[config.mk]
export PLATFORM = sky130hd
export DESIGN_NAME = mem_stage_sram_ctrl
export DESIGN_NICKNAME = d
export VERILOG_FILES = /design/src/rtl/mem_stage_sram_ctrl.sv
export SDC_FILE = /design/constraint.sdc
export NUM_CORES = 1
export LEC_CHECK = 0
export CORE_MARGIN = 4
export CORE_UTILIZATION = 42
export CTS_CLUSTER_DIAMETER = 150
export DETAILED_ROUTE_END_ITERATION = 6
export GPL_ROUTABILITY_DRIVEN = 0
export PLACE_DENSITY_LB_ADDON = 0.08
export SLEW_MARGIN = 20
export SYNTH_ARGS = -nofsm -noshare
export SYNTH_HDL_FRONTEND = slang
export SYNTH_SLANG_ARGS = --single-unit
[constraint.sdc]
create_clock -name clk -period 2.32 [get_ports clk]
set_clock_uncertainty 0.05 [all_clocks]
set_input_delay 0.348 -clock clk [delete_from_list [all_inputs] [get_ports clk]]
set_output_delay 0.348 -clock clk [all_outputs]
set_load 0.03 [all_outputs]
[src/rtl/mem_stage_sram_ctrl.sv]
// MEM-stage data-memory sequencer: splits each 32-bit load/store into two
// 16-bit accesses on a single-port SRAM and stalls the pipeline until done.
module mem_stage_sram_ctrl #(
  parameter int unsigned SRAM_AW     = 18,
  parameter int unsigned WAIT_CYCLES = 2,
  parameter logic [31:0] BASE_ADDR   = 32'd1024
) (
  input  logic               clk,
  input  logic               rst,
  input  logic               MEM_R_EN,
  input  logic               MEM_W_EN,
  input  logic [31:0]        address,
  input  logic [31:0]        wdata,
  output logic [31:0]        rdata,
  output logic               ready,
  output logic [SRAM_AW-1:0] sram_addr,
  output logic [15:0]        sram_dq_out,
  output logic               sram_dq_oe,
  input  logic [15:0]        sram_dq_in,
  output logic               sram_we_n
);

  localparam int unsigned CntW = (WAIT_CYCLES > 1) ? $clog2(WAIT_CYCLES) : 1;

  typedef enum logic [1:0] {StIdle, StLo, StHi, StDone} state_e;

  state_e             state_q, state_d;
  logic [CntW-1:0]    cnt_q, cnt_d;
  logic               op_wr_q;
  logic [SRAM_AW-2:0] w_q;
  logic [31:0]        wdata_q;
  logic [31:0]        rdata_q;

  logic               req;
  logic               accept;
  logic               last;
  logic               rd_lo, rd_hi;
  logic [31:0]        byte_off;
  logic [SRAM_AW-2:0] w_idx;
  logic               unused_addr;

  assign req = MEM_R_EN | MEM_W_EN;

  // Word index relative to the SRAM window; upper bits drop out so
  // out-of-range addresses wrap silently.
  assign byte_off    = address - BASE_ADDR;
  assign w_idx       = byte_off[SRAM_AW:2];
  assign unused_addr = ^{byte_off[31:SRAM_AW+1], byte_off[1:0]};

  assign last  = (cnt_q == CntW'(WAIT_CYCLES - 1));
  assign rd_lo = (state_q == StLo) && !op_wr_q && last;
  assign rd_hi = (state_q == StHi) && !op_wr_q && last;
  assign rdata = rdata_q;

  always_ff @(posedge clk) begin
    if (!rst) begin
      state_q <= StIdle;
      cnt_q   <= '0;
      op_wr_q <= 1'b0;
      w_q     <= '0;
      wdata_q <= '0;
      rdata_q <= '0;
    end else begin
      state_q <= state_d;
      cnt_q   <= cnt_d;
      if (accept) begin
        op_wr_q <= MEM_W_EN;
        w_q     <= w_idx;
        wdata_q <= wdata;
      end
      if (rd_lo) rdata_q[15:0]  <= sram_dq_in;
      if (rd_hi) rdata_q[31:16] <= sram_dq_in;
    end
  end

  always_comb begin
    state_d     = state_q;
    cnt_d       = cnt_q;
    accept      = 1'b0;
    ready       = 1'b1;
    sram_addr   = '0;
    sram_dq_out = '0;
    sram_dq_oe  = 1'b0;
    sram_we_n   = 1'b1;
    case (state_q)
      StIdle: begin
        ready = ~req;
        if (req) begin
          accept  = 1'b1;
          cnt_d   = '0;
          state_d = StLo;
        end
      end
      StLo: begin
        ready     = 1'b0;
        sram_addr = {w_q, 1'b0};
        if (op_wr_q) begin
          sram_dq_out = wdata_q[15:0];
          sram_dq_oe  = 1'b1;
          sram_we_n   = 1'b0;
        end
        if (last) begin
          cnt_d   = '0;
          state_d = StHi;
        end else begin
          cnt_d = cnt_q + CntW'(1);
        end
      end
      StHi: begin
        ready     = 1'b0;
        sram_addr = {w_q, 1'b1};
        if (op_wr_q) begin
          sram_dq_out = wdata_q[31:16];
          sram_dq_oe  = 1'b1;
          sram_we_n   = 1'b0;
        end
        if (last) begin
          cnt_d   = '0;
          state_d = StDone;
        end else begin
          cnt_d = cnt_q + CntW'(1);
        end
      end
      StDone: begin
        ready   = 1'b1;
        state_d = StIdle;
      end
      default: state_d = StIdle;
    endcase
  end

endmodule

# After elaboration in Yosys (flattened, before gate mapping)
# Cells that the tools add are included.
# totals
register_bits	85
output_inout_bits	69
# op_classes
muxes	18
n_eq_ne	6
n_bitwise	2
n_reduce_logical	10
addsub	2
# ops
op	count
case mux 18 bit (2 select lines)	1
2-to-1 mux 16 bit	2
case mux 16 bit (2 select lines)	1
subtractor 19 x 11 -> 19 bit, second input constant	1
2-to-1 mux 1 bit	8
case mux 2 bit (4 select lines)	1
2-to-1 mux 2 bit	3
!= test 2 bit, second input constant	3
equality test 2 bit, second input constant	2
logical AND 1 bit	4
case mux 1 bit (3 select lines)	1
AND reduction 3 bit	1
equality test 2 x 1 -> 1 bit, second input constant	1
logical NOT 2 bit	1
case mux 1 bit (2 select lines)	1
AND reduction 2 bit	1
nonzero test 2 bit	1
OR reduction 2 bit	1
adder 1 bit, second input constant	1
logical NOT 1 bit	1
NOT 1 bit	1
OR 1 bit	1

# Depth between registers and ports, before layout
# logic_depth
depth_word	4
depth_mapped	7

# Least setup slack after synthesis
# No wires, ideal clock.
# synth_timing
path_kind	reg-to-output
from	register state_q[0]
to	output sram_dq_oe
arrival_ns	1.768
required_ns	1.922
path_slack_ns	0.154
path_stages_with_launch	6
cell_sequence	dfxtp_1 inv_1 ha_1 nand2_1 clkbuf_1 inv_1
# synth_via
elab_chain_cells	3
elab_cells_between_ends	4
classes_between	2 x eq/ne; 1 x mux; 1 x reduce/logical
# synth_lines
element	line_no	source
start: declaration	27	state_e state_q, state_d;
start signal: assignment	57	state_q <= StIdle;
start signal: assignment	64	state_q <= state_d;
equality test 2 x 1 -> 1 bit or equality test 2 bit (tied branches)	85	case (state_q)
OR reduction 2 bit (no line) *	--	
2-to-1 mux 1 bit *	--	
end: declaration	18	output logic sram_dq_oe,
# Every way passes the cells marked *; elsewhere a longest branch is shown, timed or not.

# Final worst setup path
# layout_timing
from	register state_q[0]
to	output sram_dq_out[9]
# layout_via
elab_chain_cells	2
elab_cells_between_ends	3
classes_between	2 x eq/ne; 1 x mux
# layout_lines
element	line_no	source
equality test 2 bit or equality test 2 x 1 -> 1 bit (tied branches)	85	
case mux 16 bit (2 select lines) *	85	
end: declaration	17	output logic [15:0] sram_dq_out,
# Marks and branches as above.

==> impl_metrics.ini <==
[clock_network]
insertion_delay_ns = 0.35
clkTransAtPathRegs_ns = 0.08
cts_made_buffers = 9
cts_setup_buffers = 0
clockBufferDepth = 2
cts_sinks = 85
clockRootBuffer = clkbuf_8
cts_tree = yes
htreeDepth = 3

[route]
wirelength_um = 9310
viasPerCell = 5.09
first_iter_violations = 100
wire_per_inst_um = 13.6
first_pass_iters = 4
drc = 0
vias = 3484
ant_nets = 0

[global_route]
grt_start_max_net_pins = 45
grt_pass1_wl_um = 15300
grt_overflow = 0
grt_pass1_vias = 3345
antenna_found_initial = 0
grt_use_total_pct = 19.0

[sta]
max_freq_ghz = 0.460
setup_tns_ns = 0
finalSetupViolCount = 0
period_minus_slack_ns = 2.18
tightest_slew_ns = 0.665
fin_crit_sh_pct = 93.8
rsz0062_at_grt = no
hold_viol_final = 0
slew_headroom_pct = 55.5
slew_violations = 0
whs_ns = 0.402

[cells_and_area]
final_util_pct = 65.0
nets = 668
antenna_cells = 0
area_delta_synth_final_pct = 48.0
drive_gt1_share_pct = 12.3

[die]
initial_core_util_pct = 43.9
rows = 32
die_area_sq_mm = 0.00977
core-area_sq_mm = 0.00789
ios = 153
dieHeight_um = 98.8
die_w_um = 98.8

[logic_synthesis]
syn_area_sq_mm = 0.00347
synth_top_area_share_pct = 49.1
yosys.area.top_type = dfxtp_1
ys_seq_area_share_pct = 49.1
synth.distinct_cells = 33
synth_cells = 450
synthFlopType = dfxtp_1
avgSynthCellArea_sq_um = 7.70
synth.most_common_cell = nand2_1
async_flop_share_pct = 0
synth_edf_count = 0
synthTopCellsByCount = 147 x nand2_1, 85 x dfxtp_1, 77 x a21oi_1, 29 x clkbuf_1, 21 x nor2_1
netlist_top_cells_area = dfxtp_1 49%, nand2_1 16%, a21oi_1 11%, a22oi_1 3.5%, clkbuf_1 3.1%
synth-seq-cells = 85
yosys_warnings = 0
syn_nets = 540

[critical_path]
arrival_ns = 1.78
cp-end-kind = output port
worstSetupPathType = reg -> out
crit_path_start_kind = flop
crit_top_cell = buf_4
crit_chain = inv_2, ha_4, nand2_1, buf_4, nor2_1, buf_4
critPathSlowestCell = dfxtp_1
cp.required_ns = 1.92
slowest_delay_ns = 0.42
critPathMaxFanout = 18

[min_path]
min_path_type = reg -> reg

[power_and_ir_drop]
power_density_mw_per_mm2 = 889
p_leak_uw = 0.00194
ir_drop_v = 0.000457

[place]
portBuffers = 137
hpwl_um = 6580

[flow_run]
cap_violations = 0

[status]
status = finished, final reports clean
[repair_timing]
action	CTS	global route
hold buffers	0	0
resized for setup	3	4
setup endpoints to repair	18	19
endpoints found under the hold margin	0	0
[cells in the final DEF (no fill, tap or decap), types with 2 or more instances in the layout]
master	n
nor3_1	2
buf_4	43
clkbuf_8	9
nand2_1	147
nand3_1	2
o21ai_0	8
inv_6	3
inv_2	3
nor2_1	21
dfxtp_1	85
inv_1	4
buf_12	3
a22oi_1	16
and3b_1	2
and2_1	17
xnor2_1	2
clkinv_2	2
and4_1	2
a211oi_1	6
a31oi_1	3
clkdlybuf4s50_1	101
ha_1	5
bufinv_16	2
nand3b_1	3
a21oi_1	77
[cells by family after synthesis]
kind of cell             count (synthesis)  share of synthesized area (%)
AO/OA/AOI/OAI                          117                           19.1
XOR/XNOR                                 2                          0.506
adder cells (fa/ha/maj)                  6                           2.17
buffers and inverters                   37                           4.01
flip-flops                              85                           49.1
AND/OR/NAND/NOR                        203                           25.2
[layout make-up]
cell class	count	area [sq um]
clock buffer	9	124
clock inverter	7	96.3
fill	729	2760
inverter	7	26.3
multi-input combinational	328	1660
sequential	85	1700
tap	102	128
timing repair buffer	147	1390
[metrics by stage]
step	std cells	setup slack [ns]	total power (uW)	instance area [sq um]
2_1_floorplan	450	0.154	2820	3470
3_3_place_gp	669	0.195	3370	4890
3_5_place_dp	669	0.157	3410	4890
4_1_cts	685	0.0147	4600	5120
5_1_grt	685	0.0288	4860	5130
6_report	685	0.144	4560	5130
[registers in the layout, indices dropped and copies added, names as in the netlist]
| register | flops |
|---|---|
| rdata | 32 |
| wdata_q | 32 |
| w_q | 17 |
| state_q | 2 |
| cnt_q | 1 |
| op_wr_q | 1 |
[critical path, delay by kind of cell, from the launching register on]
kind	cells	cell delay (ns)
adder cells (fa/ha/maj)	1	0.30
buffers and inverters	3	0.48
flip-flops	1	0.42
AND/OR/NAND/NOR	2	0.22
[layer usage]
metal | wire (um) | global-route usage, % | vias to the layer above
met2 | 4480 | 32.0 | 105
li1 | - | - | 1755
met5 | 0 | 0 | -
met3 | 607 | 5.66 | 14
met4 | 163 | 6.93 | 0
met1 | 4060 | 22.9 | 1610
[worst paths after layout]
path,from,end,cells past startpoint,slack [ns]
setup reg to reg,state_q[0]$_SDFFE_PN0P_,rdata[23]$_SDFFE_PN0P_,6,0.38
hold reg to reg,w_q[7]$_SDFFE_PN0P_,w_q[7]$_SDFFE_PN0P_,2,0.40
hold / removal,w_q[7]$_SDFFE_PN0P_,w_q[7]$_SDFFE_PN0P_,2,0.40
setup / recovery,state_q[0]$_SDFFE_PN0P_,sram_dq_out[9],6,0.14
[report_power, final]
part           switching, uW  internal, uW
clock network            537           614
logic                    897           628
registers                146          1740
total                   1580          2980
(Power assumes the default switching activity.)
